==> src/rtl/demux_collect_pkg.sv <==
// demux_collect_pkg: shared lane constants, arbiter state enum and round-robin pick helper.
// Optional parity support elsewhere is enabled with DEMUX_COLLECT_PARITY_EN.
package demux_collect_pkg;
  localparam int NUM_LANES = 4;
  localparam int LANE_W = 2;
  typedef enum logic {ARB_IDLE, ARB_PRESENT} arb_state_e;
  function automatic logic [LANE_W-1:0] rr_pick(input logic [NUM_LANES-1:0] req, input logic [LANE_W-1:0] ptr);
    logic [LANE_W-1:0] idx;
    rr_pick = ptr;
    // Scan farthest-first so the lane closest to ptr overrides.
    for (int i = NUM_LANES - 1; i >= 0; i--) begin
      idx = ptr + LANE_W'(i);
      if (req[idx]) rr_pick = idx;
    end
  endfunction
endpackage

==> src/rtl/demux_lane_asm.sv <==
// demux_lane_asm: per-lane LSB-first word assembly, holding register and sticky overflow.
// DEMUX_COLLECT_PARITY_EN adds a parity input checked on word completion and a sticky error.
module demux_lane_asm #(
  parameter int WIDTH = 8
) (
  input  logic             clk,
  input  logic             rst,
  input  logic             take_i,
  input  logic             bit_i,
  input  logic             drain_i,
  input  logic             ovf_clr_i,
`ifdef DEMUX_COLLECT_PARITY_EN
  input  logic             par_i,
  output logic             perr_o,
`endif
  output logic [WIDTH-1:0] hold_o,
  output logic             full_o,
  output logic             ovf_o
);
  localparam int CW = $clog2(WIDTH);
  logic [CW-1:0] cnt_q, cnt_d;
  logic [WIDTH-1:0] sh_q, sh_d, hold_q, hold_d, word;
  logic full_q, full_d, ovf_q, ovf_d, last, accept;
  always_comb begin
    last = take_i && cnt_q == CW'(WIDTH - 1);
    word = {bit_i, sh_q[WIDTH-2:0]};
    // A draining lane can take the new word in the same cycle without losing it.
    accept = last && (!full_q || drain_i);
    sh_d = take_i ? (sh_q & ~(WIDTH'(1) << cnt_q)) | (WIDTH'(bit_i) << cnt_q) : sh_q;
    cnt_d = take_i ? (last ? '0 : cnt_q + CW'(1)) : cnt_q;
    hold_d = accept ? word : hold_q;
    full_d = accept | (full_q & ~drain_i);
    ovf_d = (last & full_q & ~drain_i) | (ovf_q & ~ovf_clr_i);
  end
  always_ff @(posedge clk or posedge rst) begin
    if (rst) begin
      cnt_q <= '0;
      sh_q <= '0;
      hold_q <= '0;
      full_q <= 1'b0;
      ovf_q <= 1'b0;
    end else begin
      cnt_q <= cnt_d;
      sh_q <= sh_d;
      hold_q <= hold_d;
      full_q <= full_d;
      ovf_q <= ovf_d;
    end
  end
`ifdef DEMUX_COLLECT_PARITY_EN
  logic perr_q, perr_d;
  assign perr_d = (last & ((^word) != par_i)) | (perr_q & ~ovf_clr_i);
  always_ff @(posedge clk or posedge rst) begin
    if (rst) perr_q <= 1'b0;
    else perr_q <= perr_d;
  end
  assign perr_o = perr_q;
`endif
  assign hold_o = hold_q;
  assign full_o = full_q;
  assign ovf_o = ovf_q;
endmodule

==> src/rtl/demux_lane_collector.sv <==
// demux_lane_collector: four lane assemblers feeding one valid/ready port via a round-robin arbiter.
// DEMUX_COLLECT_PARITY_EN adds y_par, out_par and sticky per-lane perr.
module demux_lane_collector
  import demux_collect_pkg::*;
#(
  parameter int WIDTH = 8
) (
  input  logic                 clk,
  input  logic                 rst,
  input  logic                 bit_vld,
  input  logic [LANE_W-1:0]    s,
  input  logic [NUM_LANES-1:0] y,
  output logic                 out_vld,
  input  logic                 out_rdy,
  output logic [LANE_W-1:0]    out_lane,
  output logic [WIDTH-1:0]     out_data,
  output logic [NUM_LANES-1:0] ovf,
  input  logic                 ovf_clr
`ifdef DEMUX_COLLECT_PARITY_EN
  ,
  input  logic                 y_par,
  output logic                 out_par,
  output logic [NUM_LANES-1:0] perr
`endif
);
  arb_state_e state_q, state_d;
  logic [LANE_W-1:0] ptr_q, ptr_d, lane_q, lane_d;
  logic [NUM_LANES-1:0] full;
  logic [WIDTH-1:0] hold [NUM_LANES];
  logic hs, arb;
  for (genvar l = 0; l < NUM_LANES; l++) begin : g_lane
    demux_lane_asm #(.WIDTH(WIDTH)) u_lane (
      .clk      (clk),
      .rst      (rst),
      .take_i   (bit_vld && s == LANE_W'(l)),
      .bit_i    (y[l]),
      .drain_i  (hs && lane_q == LANE_W'(l)),
      .ovf_clr_i(ovf_clr),
`ifdef DEMUX_COLLECT_PARITY_EN
      .par_i    (y_par),
      .perr_o   (perr[l]),
`endif
      .hold_o   (hold[l]),
      .full_o   (full[l]),
      .ovf_o    (ovf[l])
    );
  end
  always_comb begin
    hs = state_q == ARB_PRESENT && out_rdy;
    arb = state_q == ARB_IDLE && |full;
    state_d = hs ? ARB_IDLE : arb ? ARB_PRESENT : state_q;
    lane_d = arb ? rr_pick(full, ptr_q) : lane_q;
    ptr_d = hs ? lane_q + LANE_W'(1) : ptr_q;
  end
  always_ff @(posedge clk or posedge rst) begin
    if (rst) begin
      state_q <= ARB_IDLE;
      ptr_q <= '0;
      lane_q <= '0;
    end else begin
      state_q <= state_d;
      ptr_q <= ptr_d;
      lane_q <= lane_d;
    end
  end
  // The presented lane's hold register cannot change until it is drained, so a mux suffices.
  assign out_vld = state_q == ARB_PRESENT;
  assign out_lane = lane_q;
  assign out_data = hold[lane_q];
`ifdef DEMUX_COLLECT_PARITY_EN
  assign out_par = ^out_data;
`endif
endmodule

==> config.mk <==
export PLATFORM = sky130hd
export DESIGN_NAME = demux_lane_collector
export DESIGN_NICKNAME = d
export VERILOG_FILES = /design/src/rtl/demux_collect_pkg.sv /design/src/rtl/demux_lane_asm.sv /design/src/rtl/demux_lane_collector.sv
export SDC_FILE = /design/constraint.sdc
export NUM_CORES = 1
export LEC_CHECK = 0
export BUFFER_PORTS_ARGS = -buffer_cell sky130_fd_sc_hd__buf_2
export CAP_MARGIN = 20
export CORE_MARGIN = 3
export CORE_UTILIZATION = 30
export CTS_BUF_LIST = sky130_fd_sc_hd__clkbuf_8
export CTS_CLUSTER_DIAMETER = 120
export DETAILED_ROUTE_END_ITERATION = 16
export SLEW_MARGIN = 20
export SYNTH_ARGS = -nofsm -noshare
export SYNTH_HDL_FRONTEND = slang
export SYNTH_HIERARCHICAL = 1
export SYNTH_SLANG_ARGS = --single-unit
==> constraint.sdc <==
create_clock -name clk -period 1.8 [get_ports clk]
set_clock_uncertainty 0.15 [all_clocks]
set_input_delay 0.36 -clock clk [delete_from_list [all_inputs] [get_ports clk]]
set_output_delay 0.36 -clock clk [all_outputs]
set_load 0.005 [all_outputs]
== Yosys cells after proc, flatten, opt, wreduce, memory -nomap -nowiden ==
Cells that the tools add are included.

* Bitwise gates (word level): 43
* Reductions and logical operators: 30
* $lt $le $gt $ge: 5
* Equal/unequal tests: 10
* Shift operators: 8
* Muxes and demuxes: 21
* Add/subtract/negate cells: 8

{| class="wikitable"
|+ Operator list
! operator !! number
|-
| $and 8x8->8 || 4
|-
| $not 8->8 || 4
|-
| $or 8x8->8 || 4
|-
| $shl 1x3->8 || 4
|-
| $shl 1x3->8 const A || 4
|-
| $logic_and 1x1->1 || 18
|-
| $and 1x1->1 || 16
|-
| $bmux 8 s2 || 1
|-
| $mux 8 || 2
|-
| $add 3x1->3 const B || 4
|-
| $eq 3x3->1 const B || 4
|-
| $lt 2x3->1 const B || 4
|-
| $mux 3 || 4
|-
| $bmux 1 s2 || 4
|-
| $eq 2x2->1 const B || 4
|-
| $mux 2 || 4
|-
| $or 1x1->1 || 8
|-
| $mux 1 || 6
|-
| $not 1->1 || 6
|-
| $add 2x1->2 const B || 2
|-
| $add 2x2->2 const B || 2
|-
| $eq 2x1->1 const B || 2
|-
| $logic_not 1->1 || 4
|-
| $logic_not 2->1 || 2
|-
| other kinds (5) || 8
|}

* Logic and storage cells: 148
* Input bits: 11
* Output and inout bits: 15
* Flip-flop bits (word level): 89

== Logic depth before layout (Yosys ltp) ==
Gate-level depths: netlist of the first run.

* Depth after elaboration: 7
* Mapped depth: 8
* Depth with buffers taken out: 6

== Modules after synthesis ==
Netlist of the first run, hierarchy kept.

{| class="wikitable"
|+ Modules (own cells, without submodules)
! module !! times used !! area each (um^2) !! seq. area each (um^2) !! cells an instance
|-
| demux_lane_asm || 4 || 948.4 || 500.5 || 73
|-
| demux_lane_collector || 1 || 610.6 || 125.1 || 58
|}

== Worst setup path after synthesis of the first run ==
OpenSTA, ideal clock, no wires.

* Path kind: flip-flop to flip-flop
* Start: register lane_q[0] (netlist: out_lane[0])
* End: register g_lane[0].u_lane.hold_q[0]
* Period minus slack after synthesis: 1.966 ns
* Data required time: 1.525 ns
* Setup slack: -0.166 ns
* Stages on the path, launching flop included: 9
* Library setup time: 0.125 ns
* Path buffers: 2
* Arrival time: 1.690 ns
* Cells stage by stage: dfrtp_1 -> buf_6 -> inv_1 -> ha_1 -> and3_1 -> nand2b_4 -> nor2b_4 -> buf_6 -> mux2_4

* Word-level cells in the longest chain between the ends: 4

{| class="wikitable"
|+ RTL lines
! element !! RTL line !! text
|-
| start: declaration || demux_lane_collector.sv:27 || <nowiki>logic [LANE_W-1:0] ptr_q, ptr_d, lane_q, lane_d;</nowiki>
|-
| start signal: assignment || demux_lane_collector.sv:63 || <nowiki>lane_q <= lane_d;</nowiki>
|-
| $logic_not 2->1 || demux_lane_collector.sv:37 || <nowiki>.drain_i (hs && lane_q == LANE_W'(l)),</nowiki>
|-
| $logic_and 1x1->1 || demux_lane_collector.sv:37 ||
|-
| $logic_or 1x1->1 || demux_lane_asm.sv:28 || <nowiki>accept = last && (!full_q || drain_i);</nowiki>
|-
| $logic_and 1x1->1 || demux_lane_asm.sv:28 ||
|-
| end signal: assignment || demux_lane_asm.sv:45 || <nowiki>hold_q <= hold_d;</nowiki>
|-
| end: declaration || demux_lane_asm.sv:22 || <nowiki>logic [WIDTH-1:0] sh_q, sh_d, hold_q, hold_d, word;</nowiki>
|}

No other way between the ends.
A chain may end at the register's enable or synchronous reset.

== Worst setup path in the final report of the first run ==
* Start: register lane_q[0] (netlist: out_lane[0])
* End: output out_data[5]

* Word-level cells in the longest chain between the ends: 4

{| class="wikitable"
|+ RTL lines
! element !! RTL line !! text
|-
| $not 2->3 (implied by the code) || demux_lane_collector.sv:69 || <nowiki>assign out_data = hold[lane_q];</nowiki>
|-
| $bmux 8 s2 || demux_lane_collector.sv:69 ||
|-
| $mux 8 (implied by the code) (2 in a row) || demux_lane_collector.sv:69 ||
|-
| end: declaration || demux_lane_collector.sv:16 || <nowiki>output logic [WIDTH-1:0] out_data,</nowiki>
|}

No other way between the ends. The select of a mux whose other input is x is not followed.

==> run metrics, run 1 <==
Post-DRT Antenna Nets 0; CTS Buffer Depth 2; Root Driver clkbuf_8; antenna cells 0; Std-Cell Rows 43; TritonCTS clock tree yes; vias in the first global route 2942; worst hold slack 0.122 ns; final worst slack -0.294 ns; worst path required time 1.29 ns; Avg Cell Area, Syn 12.6 µm²; dominant cell type by area after synthesis dfrtp_1; Crit path max-delay family multiplexers; multi-input combinational cell area 2110 µm²; clock latency at the later pin of the worst-skew pair 0.35 ns; cell area after layout 5240 µm²; Setup TNS Final -5.91 ns; CP max-delay cell mux4_2; R2R cell count 8; final setup fails 40; Post-DP HPWL 7070 µm; WP buf/inv 2; drt first pass iters 4; drt wl/cell 15.3 µm; R2R Setup Slk -0.14 ns; clock-pin slew on the worst setup and hold paths 0.08 ns; cells after synthesis 350; CP Capture Type output port; Simple-Gate Fraction of Synth Area 15.4%; Ports 26; nets@finish 458; DIE AREA 16200 µm²; drt initial violations 149; Crit path depth 3; HP Class input port to register; XOR/XNOR Fraction of Synth Area 0%; mux cell area share after synthesis 16.4%; Mapped Nets 389; via count 2869; Max FO, Critical Path 8; end of the worst register-to-register path g_lane[0].u_lane/hold_o[3]$_DFFE_PP0P_; clock buffer count from CTS 9; initial antenna violation count 0; sequential share of the synthesized area 48.3%; Slew Viols, Final 0; dpl ws -0.0916 ns; sequence of cells on the critical path buf_12 > mux4_2 > buf_6; Lkg Pwr 2.56 nW; GRT Total Usage 11.9%; CTS sink count 85; post-place instance area 5030 µm²; Period minus WS final 2.09 ns; Fillers 1383; share of layout cells above drive strength 1 37.4%; CTS HTree Levels 3; synth top area cells dfrtp_1 (48%), mux2_4 (11%), ha_1 (8.0%); WHS Endpoint g_lane[1].u_lane/ovf_o$_DFF_PP0_; die width 127 µm; Synth Cell Area 4400 µm²; WL final 9230 µm; failing checks negative setup slack; synth unique cells 38; status finished, violations left; Starting Density 31.2%; yosys warns 6; Max Fclk 478 MHz; Core Area 14100 µm²; Largest stage delay, worst path 0.55 ns; Post-Synth Adder-Cell Area 7.95%; total power divided by cell area 1280 nW/µm²; Residual DRC 0; GPL Wtd Cong 0.819; routed vias/inst 4.76; PortBufs 25; fin cells 603; Arr. time, crit path 1.58 ns; placed cells 585; DIE HEIGHT 127 µm; most common cell after layout, fill and taps aside dfrtp_1; RSZ-0062 raised after global routing true; register area 2130 µm²; worst vdd ir 471 µV; min-delay src ovf_clr; hold path depth 2; first-pass GRT wire length 15200 µm; largest family of logic cells by synthesized area multiplexers; pin count of the biggest net entering global routing 21; Yosys top cell area share 48.3%; most frequent cells in the layout dfrtp_1 (83), nand2_1 (45), buf_4 (37); crit share post-route 116%; final hold vios 0; slew of the pin with the lowest slew margin 0.333 ns; area grow syn2layout 18.9%; MaxCap Viol Count 0; reg2reg start out_lane[0]$_DFFE_PP0P_; #FFs+latches synth 85; Rel. slew slack 77.8%; Compound-Gate Fraction of Synth Area 7.98%; Crit Path Category register to output port; GRT Residual Overflow 0; CP startpoint kind register
-- power by group --
| part | switching (W) | leakage, nW | total, W | internal (W) |
|---|---|---|---|---|
| logic | 0.00110 | 1.35 | 0.00248 | 0.00138 |
| clock network | 0.000630 | 0.0957 | 0.00114 | 0.000512 |
| registers | 0.000527 | 1.12 | 0.00307 | 0.00254 |
| total | 0.00225 | 2.56 | 0.00669 | 0.00444 |
-- state kept, by name, indices dropped and copies added, names as in the netlist --
| signal | count |
|---|---|
| g_lane.u_lane/hold_o | 32 |
| g_lane.u_lane/sh_q | 28 |
| g_lane.u_lane/cnt_q | 12 |
| g_lane.u_lane/full_o | 4 |
| g_lane.u_lane/ovf_o | 4 |
| out_lane | 2 |
| ptr_q | 2 |
| out_vld | 1 |
-- Yosys cell counts (all sizes together) --
| cell | count |
|---|---|
| a31oi | 1 |
| mux4 | 8 |
| mux2 | 33 |
| a32o | 12 |
| mux2i | 5 |
| and2 | 4 |
| inv | 25 |
| o22a | 1 |
| nor2 | 5 |
| and3b | 1 |
| nand4 | 8 |
| o22ai | 9 |
| o32ai | 1 |
| nand3 | 12 |
| o21ai | 6 |
| nor2b | 13 |
| and3 | 9 |
| a21oi | 4 |
| a21o | 1 |
| ha | 28 |
| o211ai | 1 |
| buf | 10 |
| dfrtp | 85 |
| nor3b | 2 |
| a22o | 8 |
| nand2 | 49 |
| nand2b | 9 |
-- metrics by stage --
step | power, W | utilization (%)
floorplan | 0.00462 | -
global placement | 0.00546 | 35.7
detailed placement | 0.00555 | 35.7
CTS | 0.00676 | 37.0
global route | 0.00718 | 37.1
finish | 0.00669 | 37.1
-- logic make-up (layout without fill, tap and decap cells) --
group | count (synthesis) | in the layout
buffers and inverters | 35 | 108
adders and majority gates | 28 | 28
AOI/OAI and AO/OA | 44 | 44
muxes | 46 | 46
DFF | 85 | 85
and+or+nand+nor | 112 | 112
-- worst reg2reg max path: cells and delay by family, from the launching register on --
kind          cells  cell delay [ns]
simple gates      3             0.44
flops             1             0.43
buf+inv           3             0.36
mux               1             0.30
fa+ha+maj         1             0.15
-- final cells by class --
cell class / instances / share of cell area (%)
multi-input combinational: 230 / 40.2
tap: 180 / 4.30
sequential: 85 / 40.7
clock buffer: 10 / 2.63
timing repair buffer: 68 / 9.92
clock inverter: 5 / 0.406
inverter: 25 / 1.84
-- timing repair --
action | in CTS | in global routing
resized for setup | 2 | 1
hold endpoints to repair | 67 | 0
endpoints found under the setup margin | 40 | 40
buffers inserted | 1 | 1
hold buffers | 1 | 0
-- layer usage --
layer  GRT usage (%)  up-vias  routed length, µm
met4            4.10        0                189
met1            16.7     1422               4560
met5               0        -                  0
met2            17.7       57               4110
met3            3.22       14                372
li1                -     1376                  -
-- how the worst max path moves through the flow --
stage          slack, ns                     from                                     end
2_1_floorplan      -0.11  out_lane[0]$_DFFE_PP0P_  g_lane[2].u_lane/hold_o[0]$_DFFE_PP0P_
3_3_place_gp       -0.04                     s[1]  g_lane[1].u_lane/hold_o[0]$_DFFE_PP0P_
3_5_place_dp       -0.09  out_lane[1]$_DFFE_PP0P_  g_lane[1].u_lane/hold_o[0]$_DFFE_PP0P_
4_1_cts            -0.31  out_lane[0]$_DFFE_PP0P_                             out_data[5]
5_1_grt            -0.36  out_lane[0]$_DFFE_PP0P_                             out_data[5]
6_report           -0.29  out_lane[0]$_DFFE_PP0P_                             out_data[5]
No activity file was read; power rests on OpenSTA's default activity.
==> run 2, diff against run 1 <==
--- a/config.mk
+++ b/config.mk
@@ -7,11 +7,13 @@
 export LEC_CHECK = 0
 export BUFFER_PORTS_ARGS = -buffer_cell sky130_fd_sc_hd__buf_2
 export CAP_MARGIN = 20
+export CORE_ASPECT_RATIO = 1.25
 export CORE_MARGIN = 3
 export CORE_UTILIZATION = 30
 export CTS_BUF_LIST = sky130_fd_sc_hd__clkbuf_8
 export CTS_CLUSTER_DIAMETER = 120
 export DETAILED_ROUTE_END_ITERATION = 16
+export RECOVER_POWER = 25
 export SLEW_MARGIN = 20
 export SYNTH_ARGS = -nofsm -noshare
 export SYNTH_HDL_FRONTEND = slang
==> run metrics, run 2 (synthesis gave the netlist of run 1 again) <==
CTS Buffer Depth 2 (unchanged); clock latency at the later pin of the worst-skew pair 0.36 ns (about the same); Arr. time, crit path 1.59 ns (about the same); most frequent cells in the layout dfrtp_1 (84), nand2_1 (45), mux2_4 (32), buf_4 (32), ha_1 (26); final hold vios 0 (unchanged); Metal-1 WL 4260 µm (-6.7%); first-pass GRT wire length 14900 µm (-1.5%); Residual DRC 0 (unchanged); total power divided by cell area 1340 nW/µm² (+4.9%); Crit Path Category register to output port; area grow syn2layout 18.9% (about the same); final setup fails 41 (+2.5%); reg2reg start out_lane[0]$_DFFE_PP0P_; TritonCTS clock tree yes; Ports 26 (unchanged); drt first pass iters 4 (unchanged); WL final 8880 µm (-3.8%); Post-DP HPWL 6980 µm (-1.3%); min-delay src ovf_clr; cell area after layout 5240 µm² (about the same); GPL Wtd Cong 0.880 (+7.5%); status finished, violations left; CP startpoint kind register; GRT Total Usage 11.7% (-0.18 points); Fillers 1360 (-1.7%); crit share post-route 117% (+0.27 points); fin cells 593 (-1.7%); Rel. slew slack 66.0% (-12 points); CP Capture Type output port; Period minus WS final 2.10 ns (+0.00485 ns); drt wl/cell 15.0 µm (-2.1%); PortBufs 25 (unchanged); RSZ-0062 raised after global routing true; routed vias/inst 4.72 (-0.87%); R2R Setup Slk -0.23 ns (-0.09 ns); Lkg Pwr 2.54 nW (-0.84%); metal2 WL 4190 µm (+2.0%); WHS Endpoint g_lane[1].u_lane/ovf_o$_DFF_PP0_; most common cell after layout, fill and taps aside dfrtp_1; initial antenna violation count 0 (unchanged); worst path required time 1.29 ns (about the same); hold path depth 2 (unchanged); GRT Residual Overflow 0 (unchanged); DIE HEIGHT 141 µm (+11%); multi-input combinational cell area 2120 µm² (+0.71%); Std-Cell Rows 48 (+12%); fin util 37.1% (-0.037 points); die width 114 µm (-10%); MaxCap Viol Count 0 (unchanged); Root Driver clkbuf_8; share of layout cells above drive strength 1 37.1% (-0.27 points); met3 wire length 305 µm (-18%); post-place instance area 4980 µm² (-0.97%); slew of the pin with the lowest slew margin 0.511 ns (+0.178 ns); Starting Density 31.2% (-0.039 points); final worst slack -0.299 ns (-0.00485 ns); Max FO, Critical Path 8 (unchanged); CTS HTree Levels 3 (unchanged); worst hold slack 0.0973 ns (-0.0250 ns); Max Fclk 476 MHz (-0.23%); CTS sink count 85 (unchanged); R2R cell count 9 (+1); nets@finish 454 (-0.87%); Core Area 14100 µm² (+0.12%); antenna cells 0 (unchanged); HP Class input port to register; worst vdd ir 654 µV (+39%); Post-DRT Antenna Nets 0 (unchanged); clock buffer count from CTS 9 (unchanged); vias in the first global route 2906 (-1.2%); highest metal used met4; pin count of the biggest net entering global routing 21 (unchanged); via count 2797 (-2.5%); drt initial violations 120 (-19%); register area 2130 µm² (about the same); DIE AREA 16200 µm² (about the same); Slew Viols, Final 0 (unchanged); max reg flops 32 (unchanged); Setup TNS Final -8.02 ns (-2.11 ns); end of the worst register-to-register path g_lane[2].u_lane/hold_o[6]$_DFFE_PP0P_; placed cells 576 (-1.5%); failing checks negative setup slack; clock-pin slew on the worst setup and hold paths 0.08 ns (about the same)
run 2: cell count changes in the layout (fill, tap and decap cells not counted), sizes merged:
cell / previous run / this run
buf: 67 / 60
clkinvlp: 0 / 1
clkbuf: 10 / 12
bufinv: 0 / 2
inv: 28 / 25
run 2: worst max-delay path by stage:
stage,start,end
finish,out_lane[0]$_DFFE_PP0P_,out_data[4]
global route,out_lane[0]$_DFFE_PP0P_,out_data[4]
CTS,out_lane[0]$_DFFE_PP0P_,out_data[4]
detailed placement,out_lane[0]$_DFFE_PP0P_,g_lane[0].u_lane/hold_o[4]$_DFFE_PP0P_
global placement,out_lane[0]$_DFFE_PP0P_,g_lane[0].u_lane/hold_o[1]$_DFFE_PP0P_
floorplan,out_lane[0]$_DFFE_PP0P_,g_lane[2].u_lane/hold_o[0]$_DFFE_PP0P_
run 2: report_power, final:
group          switching, W  total [W]  internal [W]
clock              0.000654    0.00142      0.000761
sequential         0.000523    0.00306       0.00254
combinational       0.00111    0.00254       0.00143
run 2: repair_timing:
action	4_1_cts	5_1_grt
buffers inserted	2	0
endpoints found under the hold margin	85	0
gates resized for setup	6	1
hold buffers	1	0
pin swaps	0	0
endpoints found under the setup margin	40	41
run 2: final cells by class:
cell class / count / share of cell area [%]
Clock buffer: 9 / 2.37
Timing Repair Buffer: 64 / 8.93
Inverter: 25 / 1.89
Tap cell: 175 / 4.18
Sequential cell: 85 / 40.6
Multi-Input combinational cell: 230 / 40.5
Clock inverter: 5 / 1.48
run 2: layer usage:
layer  vias to the layer above  GRT usage (%)
li1                       1360              -
met1                      1378           15.9
met2                        49           18.4
met3                        10           2.73
met4                         0           3.94
met5                         -              0
run 2: worst max-delay path, stage by stage (launching register included):
cell     delay [ns]
dfrtp_2        0.40
buf_12         0.14
mux4_2         0.54
buf_2          0.15
run 2: per-stage QoR:
step | total power, W | setup WS (ns)
2_1_floorplan | 0.00462 | -0.114
3_3_place_gp | 0.00547 | -0.0349
3_5_place_dp | 0.00555 | -0.0723
4_1_cts | 0.00710 | -0.325
5_1_grt | 0.00752 | -0.350
6_report | 0.00702 | -0.299
